[config.mk]
export PLATFORM = sky130hd
export DESIGN_NAME = axis_pkt_add_trailer
export DESIGN_NICKNAME = d
export VERILOG_FILES = /design/src/rtl/pkt_add_pkg.sv /design/src/rtl/axis_pkt_add_trailer_out_reg.sv /design/src/rtl/axis_pkt_add_trailer.sv
export SDC_FILE = /design/constraint.sdc
export NUM_CORES = 1
export LEC_CHECK = 0
export BUFFER_PORTS_ARGS = -buffer_cell sky130_fd_sc_hd__buf_4
export CELL_PAD_IN_SITES_DETAIL_PLACEMENT = 2
export CELL_PAD_IN_SITES_GLOBAL_PLACEMENT = 2
export CORE_MARGIN = 2
export CORE_UTILIZATION = 35
export CTS_CLUSTER_DIAMETER = 30
export DETAILED_ROUTE_END_ITERATION = 8
export GPL_TIMING_DRIVEN = 0
export PLACE_DENSITY_LB_ADDON = 0.1
export SETUP_SLACK_MARGIN = 0.5
export SKIP_CTS_REPAIR_TIMING = 1
export SYNTH_ARGS = -nofsm -noshare
export SYNTH_HDL_FRONTEND = slang
export SYNTH_SLANG_ARGS = --single-unit
[constraint.sdc]
create_clock -name clk -period 6.69 [get_ports clk]
set_input_delay 1.0035 -clock clk [delete_from_list [all_inputs] [get_ports clk]]
set_output_delay 1.0035 -clock clk [all_outputs]
set_load 0.005 [all_outputs]
[src/rtl/pkt_add_pkg.sv]
// Shared types for the add-offset / append-trailer packet stage.
// State encoding and the packed {len,k} configuration word.
package pkt_add_pkg;

   localparam int PKT_DW = 8;

   typedef enum logic [1:0] {
      IDLE,
      BODY,
      TRAILER
   } pkt_state_t;

   typedef struct packed {
      logic [PKT_DW-1:0] len;
      logic [PKT_DW-1:0] k;
   } pkt_cfg_t;

endpackage

[src/rtl/axis_pkt_add_trailer_out_reg.sv]
// Single-entry AXI-Stream output register with valid/ready hold.
// Ports: load/ld_data/ld_last in, free out, m_tdata/m_tvalid/m_tlast/m_tready.
module axis_out_reg #(
   parameter int DW = 8
) (
   input  logic          clk,
   input  logic          rst,
   input  logic          load,
   input  logic [DW-1:0] ld_data,
   input  logic          ld_last,
   output logic          free,
   output logic [DW-1:0] m_tdata,
   output logic          m_tvalid,
   output logic          m_tlast,
   input  logic          m_tready
);

   // Slot can take a new beat when empty or being drained this cycle.
   assign free = !m_tvalid || m_tready;

   always_ff @(posedge clk) begin
      if (rst) begin
         m_tdata  <= '0;
         m_tvalid <= 1'b0;
         m_tlast  <= 1'b0;
      end else if (load) begin
         m_tdata  <= ld_data;
         m_tlast  <= ld_last;
         m_tvalid <= 1'b1;
      end else if (m_tready) begin
         m_tvalid <= 1'b0;
      end
   end

endmodule

[src/rtl/axis_pkt_add_trailer.sv]
// Adds offset k to every byte, appends a sum trailer, checks packet length.
// Ports: s_* input stream, packet_config {len,k}, m_* output stream, pkt_err, pkt_count.
module axis_pkt_add_trailer
   import pkt_add_pkg::*;
#(
   parameter int DW = 8,
   parameter int CW = 16
) (
   input  logic          clk,
   input  logic          rst,
   input  logic [DW-1:0] s_tdata,
   input  logic          s_tvalid,
   input  logic          s_tlast,
   output logic          s_tready,
   input  logic [2*DW-1:0] packet_config,
   output logic [DW-1:0] m_tdata,
   output logic          m_tvalid,
   output logic          m_tlast,
   input  logic          m_tready,
   output logic          pkt_err,
   output logic [CW-1:0] pkt_count
);

   pkt_state_t    state, state_nx;
   logic [DW-1:0] len_q, k_q, sum, beat_cnt;
   logic [DW-1:0] k_use, body_byte, ld_data;
   logic          out_free, accept, trl_go, load, ld_last;

   always_comb begin
      state_nx  = state;
      s_tready  = (state != TRAILER) && out_free;
      accept    = s_tvalid && s_tready;
      trl_go    = (state == TRAILER) && out_free;
      // First beat must use the incoming k, not the stale latched one.
      k_use     = (state == IDLE) ? packet_config[DW-1:0] : k_q;
      body_byte = s_tdata + k_use;
      load      = accept || trl_go;
      ld_data   = trl_go ? sum : body_byte;
      ld_last   = trl_go;
      unique case (state)
         IDLE:    if (accept) state_nx = s_tlast ? TRAILER : BODY;
         BODY:    if (accept && s_tlast) state_nx = TRAILER;
         TRAILER: if (out_free) state_nx = IDLE;
         default: state_nx = IDLE;
      endcase
   end

   always_ff @(posedge clk) begin
      if (rst) begin
         state     <= IDLE;
         len_q     <= '0;
         k_q       <= '0;
         sum       <= '0;
         beat_cnt  <= '0;
         pkt_count <= '0;
         pkt_err   <= 1'b0;
      end else begin
         state   <= state_nx;
         pkt_err <= 1'b0;
         if (accept && state == IDLE) begin
            len_q    <= packet_config[2*DW-1:DW];
            k_q      <= packet_config[DW-1:0];
            sum      <= body_byte;
            beat_cnt <= DW'(1);
         end else if (accept) begin
            sum <= sum + body_byte;
            if (beat_cnt != '1)
               beat_cnt <= beat_cnt + DW'(1);
         end
         if (trl_go) begin
            if (pkt_count != '1)
               pkt_count <= pkt_count + CW'(1);
            pkt_err <= (len_q != '0) && (beat_cnt != len_q);
         end
      end
   end

   axis_out_reg #(.DW(DW)) u_out (
      .clk      (clk),
      .rst      (rst),
      .load     (load),
      .ld_data  (ld_data),
      .ld_last  (ld_last),
      .free     (out_free),
      .m_tdata  (m_tdata),
      .m_tvalid (m_tvalid),
      .m_tlast  (m_tlast),
      .m_tready (m_tready)
   );

endmodule

==> results.sh, run 1 <==
export IMPL_drt_total_wl_um=10700
export IMPL_status="finished, final reports clean"
export IMPL_synth_compound_area_frac=0.155
export IMPL_drt_pass1_iterations=4
export IMPL_yosys_area_share_simple=0.252
export IMPL_synthMuxAreaShare=0.0153
export IMPL_maxSlewHeadroom=0.511
export IMPL_instances_no_fill=615
export IMPL_final_max_slew_violation_count=0
export IMPL_io_pins=57
export IMPL_htree_levels=3
export IMPL_skew_ns=0.0175
export IMPL_ys_seq_elements=61
export IMPL_synth_main_ff_cell="dfxtp_1"
export IMPL_worstMarginPinSlew_ns=0.731
export IMPL_cts_sinks=61
export IMPL_n_antenna_cell=0
export IMPL_synthXorXnorAreaFrac=0.0969
export IMPL_gp_congestion=0.837
export IMPL_synth_nets=464
export IMPL_synth_edf_count=0
export IMPL_rows=35
export IMPL_wl_per_cell_um=17.4
export IMPL_vias=3211
export IMPL_area_growth_pct=23.7
export IMPL_vias_per_cell=5.22
export IMPL_grt_antenna_before_repair=0
export IMPL_worst_hold_slack_ns=0.457
export IMPL_end_kind="flop"
export IMPL_initial_core_util=0.362
export IMPL_nFillCells=1080
export IMPL_clock_latency_ns=0.35
export IMPL_fmax_ghz=0.217
export IMPL_cp_arrival_ns=4.87
export IMPL_grt_pass1_vias=3479
export IMPL_ys_top_cells_by_area="dfxtp_1 (37%), nand2_1 (8.6%), ha_1 (6.7%), a21oi_1 (5.4%), nor2_1 (5.4%)"
export IMPL_synth_top_family_by_area="simple AND/OR/NAND/NOR gates"
export IMPL_track_usage=0.220
export IMPL_fin_crit_sh=0.689
export IMPL_overflow=0
export IMPL_synth_most_common_cell="nand2_1"
export IMPL_final_core_util=0.448
export IMPL_yosys_cell_types_count=53
export IMPL_drive_above_1_share=0.173
export IMPL_fin_crit_ns=4.61
export IMPL_finalSetupViolCount=0
export IMPL_cp_required_ns=6.95
export IMPL_synth_common_cells="nand2_1 (77), dfxtp_1 (61), nor2_1 (48), a21oi_1 (36), xor2_1 (20)"
export IMPL_synth_top_area_share=0.365
export IMPL_path_max_fanout=10
export IMPL_grt_max_degree=11
export IMPL_finalHoldViolCount=0
export IMPL_dp_cells=599
export IMPL_yosysTopAreaCell="dfxtp_1"
export IMPL_maxCapViolCount=0
export IMPL_worstSetupStartpointType="flop"
export IMPL_multi_input_area_um2=2000
export IMPL_power_density_nw_per_um2=254
export IMPL_syn_avg_cell_area_um2=8.06
export IMPL_ant_nets=0
export IMPL_worstSetupPathType="flop to flop"
export IMPL_ys_seq_area_frac=0.365
export IMPL_drc=0
export IMPL_drt_initial_drc_count=69
export IMPL_numPortBuffers=55
export IMPL_dpl_cell_area_um2=3920
export IMPL_syn_inst=415
export IMPL_die_w_um=102
export IMPL_power_leakage_nw=1.75
export IMPL_design_area_um2=4140
export IMPL_ir_drop_mv=0.0891
export IMPL_synth_area_um2=3340
export IMPL_layout_nets=530
export IMPL_grt_pass1_wl_um=17800
export IMPL_hold_path_class="flop to flop"
export IMPL_async_flop_share=0
export IMPL_cts_clk_slew_worst_paths_ns=0.07
export IMPL_die_area_um2=10400
export IMPL_cts_tree="done"
export IMPL_die_h_um=102
export IMPL_synthAdderAreaFrac=0.0793
export IMPL_tns_ns=0
export IMPL_rsz0062_at_grt="false"
export IMPL_clockBufferDepth=2
export IMPL_dp_hpwl_um=7830
export IMPL_numCtsBuffers=9
export IMPL_core_area_um2=9240
export IMPL_register_area_um2=1220
export IMPL_yosys_warnings=0
export IMPL_clock_root_buffer="clkbuf_8"
[worst paths after layout]
path | start | to | slack, ns | cells past startpoint
worst max-delay path | state[1] | sum[7] | 2.08 | 18
worst min-delay path | k_q[6] | k_q[6] | 0.46 | 2
worst max register to register | state[1] | sum[7] | 2.08 | 18
worst min register to register | k_q[6] | k_q[6] | 0.46 | 2
[cell families after synthesis]
logic type / count (synthesis)
and+or+nand+nor: 186
AOI/OAI and AO/OA: 78
DFF: 61
xor gates and xnor gates: 37
buffers and inverters: 28
adders and majority gates: 20
muxes: 5
[worst max-delay path, cell delays in order, from the launching register on]
cell and delay, ns:
dfxtp_1 0.45, or2_2 0.16, clkbuf_1 0.29, clkbuf_1 0.52, nand2_1 0.11, nand2_1 0.09, ha_1 0.16, inv_1 0.06
fa_1 0.40, nor2b_1 0.14, o21a_1 0.14, o21ai_0 0.10, and4b_1 0.23, or3_1 0.40, ha_1 0.35, a21o_1 0.21
a31o_2 0.24, o41a_1 0.32, a31oi_1 0.17
[sequential cells by signal, indices dropped and copies added, names as in the netlist]
| name | flops |
|---|---|
| u_out.m_tvalid | 1 |
| len_q | 8 |
| pkt_count | 16 |
| sum | 8 |
| beat_cnt | 8 |
| u_out.m_tlast | 1 |
| u_out.m_tdata | 8 |
| pkt_err | 1 |
| k_q | 8 |
| state | 2 |
[placed cells by master (no fill, tap or decap), types with 4 or more instances in the layout]
cell,instances
nand2_1,77
dfxtp_1,61
buf_4,55
nor2_1,48
a21oi_1,36
xor2_1,20
ha_1,18
xnor2_1,17
nor3_1,17
clkbuf_1,13
inv_1,10
clkbuf_8,10
nand3_1,9
nand4_1,8
a22oi_1,7
a21o_1,5
o21ai_0,5
buf_2,5
nor4_1,5
o21a_1,4
nand2b_1,4
mux2i_1,4
[metal layers]
metal | vias up | GRT usage | share of wire
met3 | 10 | 0.0235 | 0.020
met1 | 1594 | 0.285 | 0.47
met2 | 40 | 0.387 | 0.50
met5 | - | 0 | 0
li1 | 1567 | - | -
met4 | 0 | 0.0593 | 0.0098
[metrics by stage]
stage / total power [mW] / setup WS [ns]
after global placement: 0.655 / 2.28
final: 1.05 / 2.08
after floorplan: 0.585 / 2.88
after CTS: 1.06 / 2.03
after detailed placement: 0.672 / 2.12
after global routing: 1.11 / 1.67
[layout make-up]
class / count / area share
clock buffers: 13 / 0.0360
flip-flops and latches: 61 / 0.295
well taps: 129 / 0.0390
plain buffers: 18 / 0.0200
repair buffers: 55 / 0.0998
inverters: 10 / 0.00908
multi-input cells: 326 / 0.484
clock inverters: 3 / 0.0166
[report_power, final]
group	total [mW]	leakage (nW)	switching [mW]	internal [mW]
sequential	0.407	0.498	0.0205	0.386
combinational	0.263	1.15	0.152	0.111
clock	0.379	0.108	0.157	0.222
total	1.05	1.75	0.330	0.718
Power figures use the tool's default switching activity.
==> inputs of run 2 (changes only) <==
- CORE_UTILIZATION: 35 -> 33
- clock period: 6.69 -> 4.7 ns (I/O delays scaled with it)
==> results.sh, run 2 (synthesis results as in run 1) <==
export IMPL_status="finished, final reports clean"
export IMPL_rr_worst_depth=19
export IMPL_dpl_cell_area_um2=3920
export IMPL_initial_core_util=0.340
export IMPL_grt_max_degree=11
export IMPL_final_cell_mix="nand2_1 (77), dfxtp_1 (59), buf_4 (55), nor2_1 (47), a21oi_1 (36)"
export IMPL_design_area_um2=4190
export IMPL_end_kind="flop"
export IMPL_grt_pass1_wl_um=17900
export IMPL_worstPathCellList="or2_2 -> clkbuf_4 -> buf_6 -> nand2_1 -> nand2_1 -> ha_1 -> inv_1 -> fa_1 -> nor2b_1 -> o21a_1 -> o21ai_1 -> and4b_1 -> or3_1 -> ha_1 -> a21o_1 -> a31o_2 -> and4_1 -> mux2i_1 -> a31oi_1"
export IMPL_power_density_nw_per_um2=366
export IMPL_n_antenna_cell=0
export IMPL_cp_arrival_ns=4.12
export IMPL_worstSetupPathType="flop to flop"
export IMPL_final_max_slew_violation_count=0
export IMPL_drt_pass1_iterations=4
export IMPL_io_pins=57
export IMPL_layout_nets=530
export IMPL_regMostFlops="pkt_count"
export IMPL_r2r_start="state[1]"
export IMPL_gp_congestion=0.783
export IMPL_die_w_um=105
export IMPL_die_h_um=105
export IMPL_worst_hold_slack_ns=0.459
export IMPL_wl_per_cell_um=16.9
export IMPL_power_leakage_nw=1.78
export IMPL_die_area_um2=11000
export IMPL_layout_commonest_cell="nand2_1"
export IMPL_ant_nets=0
export IMPL_cts_clk_slew_worst_paths_ns=0.07
export IMPL_fin_crit_ns=3.91
export IMPL_crit_path_end="sum[7]"
export IMPL_r2r_end="sum[7]"
export IMPL_drt_initial_drc_count=82
export IMPL_rsz0062_at_grt="false"
export IMPL_fmax_ghz=0.256
export IMPL_dp_hpwl_um=7800
export IMPL_fin_crit_sh=0.832
export IMPL_path_max_fanout=10
export IMPL_numPortBuffers=55
export IMPL_nFillCells=1164
export IMPL_tns_ns=0
export IMPL_critPathLaunch="state[1]"
export IMPL_finalSetupViolCount=0
export IMPL_cts_sinks=61
export IMPL_htree_levels=3
export IMPL_grt_antenna_before_repair=0
export IMPL_drc=0
export IMPL_grt_pass1_vias=3532
export IMPL_crit_slowest_cell="dfxtp_4"
export IMPL_cp_required_ns=4.91
export IMPL_numCtsBuffers=9
export IMPL_ir_drop_mv=0.155
export IMPL_track_usage=0.205
export IMPL_clock_root_buffer="clkbuf_8"
export IMPL_slowest_delay_ns=0.41
export IMPL_rows=36
export IMPL_clockBufferDepth=2
export IMPL_vias_per_cell=5.16
export IMPL_overflow=0
export IMPL_maxSlewHeadroom=0.507
export IMPL_worstMarginPinSlew_ns=0.737
export IMPL_drt_total_wl_um=10500
export IMPL_worstSetupStartpointType="flop"
export IMPL_finalHoldViolCount=0
export IMPL_largest_reg_flops=16
export IMPL_drive_above_1_share=0.187
export IMPL_skew_ns=0.00540
export IMPL_area_growth_pct=25.4
export IMPL_r2r_slack_ns=0.79
export IMPL_clock_latency_ns=0.35
export IMPL_vias=3194
export IMPL_hold_path_class="flop to flop"
export IMPL_maxCapViolCount=0
export IMPL_p_total_mw=1.53
export IMPL_cts_tree="done"
export IMPL_core_area_um2=9820
## run 2: cell types whose count changed in the layout (fill, tap and decap cells not counted), moves of 2 or more
cell and change:
dfxtp_1 -2, clkbuf_1 -4, dfxtp_4 +2, clkbuf_4 +2
## run 2: stage by stage
stage,std cells,worst slack [ns],util
floorplan,415,0.888,-
global placement,603,0.261,0.399
detailed placement,603,0.200,0.399
CTS,619,0.122,0.424
global route,619,0.531,0.427
finish,619,0.791,0.427
## run 2: how the worst min path moves through the flow
stage / start / end / depth (start not counted) / slack (ns)
2_1_floorplan: k_q[0] / k_q[0] / 2 / 0.44
4_1_cts: k_q[6] / k_q[6] / 2 / 0.46
6_report: k_q[4] / k_q[4] / 2 / 0.46
5_1_grt: k_q[6] / k_q[6] / 2 / 0.48
3_3_place_gp: k_q[7] / k_q[7] / 2 / 0.44
3_5_place_dp: u_out.m_tdata[2] / u_out.m_tdata[2] / 2 / 0.45
## run 2: where the power goes
part	total [mW]	internal (mW)	switching [mW]	leakage [nW]
clock	0.585	0.367	0.218	0.121
combinational	0.370	0.161	0.210	1.16
sequential	0.579	0.550	0.0294	0.499
total	1.53	1.08	0.457	1.78
## run 2: final cells by class
| class | count | area, um^2 | share of cell area |
|---|---|---|---|
| plain buffers | 18 | 97.6 | 0.0233 |
| well taps | 133 | 166 | 0.0397 |
| multi-input cells | 326 | 2010 | 0.479 |
| clock buffers | 12 | 145 | 0.0346 |
| flip-flops and latches | 61 | 1230 | 0.293 |
| clock inverters | 4 | 95.1 | 0.0227 |
| repair buffers | 55 | 413 | 0.0985 |
| inverters | 10 | 37.5 | 0.00895 |
## run 2: metal layers
layer	GRT usage	share of wire
met1	0.249	0.45
met2	0.362	0.50
met3	0.0399	0.030
met4	0.0676	0.017
met5	0	0
## run 2: critical path: cells and delay by family (launching register included)
family	cells	cell delay [ns]
AND/OR/NAND/NOR	7	1.19
adder cells (fa/ha/maj)	3	0.90
AO/OA/AOI/OAI	5	0.75
flip-flops	1	0.41
buffers and inverters	3	0.39
multiplexers	1	0.13
==> inputs of run 3 (changes only) <==
- CORE_UTILIZATION: 33 -> 30
- clock period: 4.7 -> 3.3 ns (I/O delays scaled with it)
==> results.sh, run 3 (synthesis results as in run 1) <==
export IMPL_status="finished, violations left"
export IMPL_violations="setup timing"
export IMPL_layout_nets=550
export IMPL_final_cell_mix="nand2_1 (75), buf_4 (75), dfxtp_1 (59), nor2_1 (45), a21oi_1 (34)"
export IMPL_cts_tree="done"
export IMPL_power_frac_comb=0.307
export IMPL_r2r_end="sum[7]"
export IMPL_area_growth_pct=36.3
export IMPL_cp_top_family="compound AO/OA/AOI/OAI gates"
export IMPL_worstSetupStartpointType="flop"
export IMPL_finalHoldViolCount=0
export IMPL_worstSetupPathType="flop to flop"
export IMPL_maxSlewHeadroom=0.529
export IMPL_core_area_um2=10800
export IMPL_worstMarginPinSlew_ns=0.704
export IMPL_vias=3276
export IMPL_worstPathCellList="or2_4 -> buf_8 -> buf_8 -> nand2_2 -> nand2_2 -> ha_4 -> inv_2 -> fa_2 -> nor2b_2 -> o21a_1 -> o21ai_2 -> and4b_1 -> or3_4 -> ha_4 -> a21o_1 -> a31o_4 -> o41a_1 -> a31oi_1"
export IMPL_rows=38
export IMPL_wl_per_cell_um=17.7
export IMPL_drc=0
export IMPL_grt_antenna_before_repair=0
export IMPL_die_area_um2=12000
export IMPL_n_antenna_cell=0
export IMPL_instances_no_fill=646
export IMPL_vias_per_cell=5.07
export IMPL_cp_required_ns=3.56
export IMPL_numCtsBuffers=9
export IMPL_ant_nets=0
export IMPL_design_area_um2=4560
export IMPL_power_density_nw_per_um2=517
export IMPL_dpl_cell_area_um2=4000
export IMPL_nFillCells=1233
export IMPL_largest_reg_flops=16
export IMPL_cts_clk_slew_worst_paths_ns=0.07
export IMPL_drt_total_wl_um=11500
export IMPL_tns_ns=-0.937
export IMPL_layout_setup_ws_ns=-0.442
export IMPL_dp_cells=610
export IMPL_seqPwrFrac=0.351
export IMPL_cp_depth=18
export IMPL_rsz0062_at_grt="true"
export IMPL_switching_share=0.323
export IMPL_ir_drop_mv=0.227
export IMPL_crit_buf_inv=3
export IMPL_fin_crit_sh=1.13
export IMPL_grt_max_degree=12
export IMPL_clockBufferDepth=2
export IMPL_drive_above_1_share=0.283
export IMPL_cts_sinks=61
export IMPL_overflow=0
export IMPL_hold_end="state[0]"
export IMPL_initial_core_util=0.308
export IMPL_drt_pass1_iterations=4
export IMPL_clockPowerShare=0.342
export IMPL_min_from="s_tlast"
export IMPL_r2r_start="state[0]"
export IMPL_fmax_ghz=0.267
export IMPL_htree_levels=3
export IMPL_clock_root_buffer="clkbuf_8"
export IMPL_r2r_slack_ns=-0.44
export IMPL_fin_crit_ns=3.74
export IMPL_end_kind="flop"
export IMPL_critPathLaunch="state[0]"
export IMPL_hold_path_class="input pin to flop"
export IMPL_clock_latency_ns=0.35
export IMPL_p_sw_mw=0.761
export IMPL_die_h_um=110
export IMPL_grt_pass1_vias=3389
export IMPL_p_int_mw=1.59
export IMPL_rr_worst_depth=18
export IMPL_die_w_um=110
export IMPL_final_max_slew_violation_count=0
export IMPL_track_usage=0.189
export IMPL_gp_congestion=0.830
export IMPL_power_leakage_nw=1.93
export IMPL_io_pins=57
export IMPL_maxCapViolCount=0
export IMPL_cp_arrival_ns=4.00
export IMPL_worst_hold_slack_ns=0.358
export IMPL_numPortBuffers=55
export IMPL_slowest_delay_ns=0.42
export IMPL_path_max_fanout=6
export IMPL_hold_depth=2
export IMPL_drt_initial_drc_count=79
export IMPL_dp_hpwl_um=7920
export IMPL_crit_slowest_cell="fa_2"
export IMPL_finalSetupViolCount=3
export IMPL_skew_ns=0.0140
export IMPL_regMostFlops="pkt_count"
export IMPL_grt_pass1_wl_um=17300
[run 3: how the worst max path moves through the flow]
stage | end
finish | sum[7]
global route | sum[7]
CTS | sum[7]
detailed placement | sum[7]
global placement | sum[7]
floorplan | sum[7]
[run 3: layer usage]
metal  up-vias  part of all wire  track usage
met3        11             0.032       0.0338
met1      1600              0.45        0.243
met4         0             0.011       0.0588
met5         -                 0            0
li1       1613                 -            -
met2        52              0.51        0.320
[run 3: final cells by class]
class | instances | area, um^2 | area share
multi-input combinational | 326 | 2210 | 0.484
sequential | 61 | 1230 | 0.270
timing repair buffer | 75 | 563 | 0.124
tap | 140 | 175 | 0.0384
clock buffer | 11 | 151 | 0.0332
buffer | 18 | 113 | 0.0247
clock inverter | 5 | 81.3 | 0.0178
inverter | 10 | 37.5 | 0.00824
[run 3: power by group through the flow]
stage / clock network, mW / logic [mW] / registers (mW)
2_1_floorplan: 0 / 0.378 / 0.833
3_3_place_gp: 0 / 0.522 / 0.839
3_5_place_dp: 0 / 0.548 / 0.843
4_1_cts: 0.828 / 0.555 / 0.826
5_1_grt: 0.867 / 0.791 / 0.835
6_report: 0.806 / 0.723 / 0.827
[run 3: through the flow]
| stage | power, mW | util | setup slack, ns |
|---|---|---|---|
| 2_1_floorplan | 1.21 | - | -0.0803 |
| 3_3_place_gp | 1.36 | 0.369 | -0.444 |
| 3_5_place_dp | 1.39 | 0.369 | -0.599 |
| 4_1_cts | 2.21 | 0.390 | -0.645 |
| 5_1_grt | 2.49 | 0.420 | -0.589 |
| 6_report | 2.36 | 0.420 | -0.442 |
[run 3: worst reg2reg max path: stages, from the launching register on]
cell	delay, ns
dfxtp_4	0.39
or2_4	0.13
buf_8	0.10
buf_8	0.12
nand2_2	0.06
nand2_2	0.07
ha_4	0.14
inv_2	0.04
fa_2	0.42
nor2b_2	0.14
o21a_1	0.19
o21ai_2	0.07
and4b_1	0.22
or3_4	0.41
ha_4	0.25
a21o_1	0.18
a31o_4	0.22
o41a_1	0.31
a31oi_1	0.20
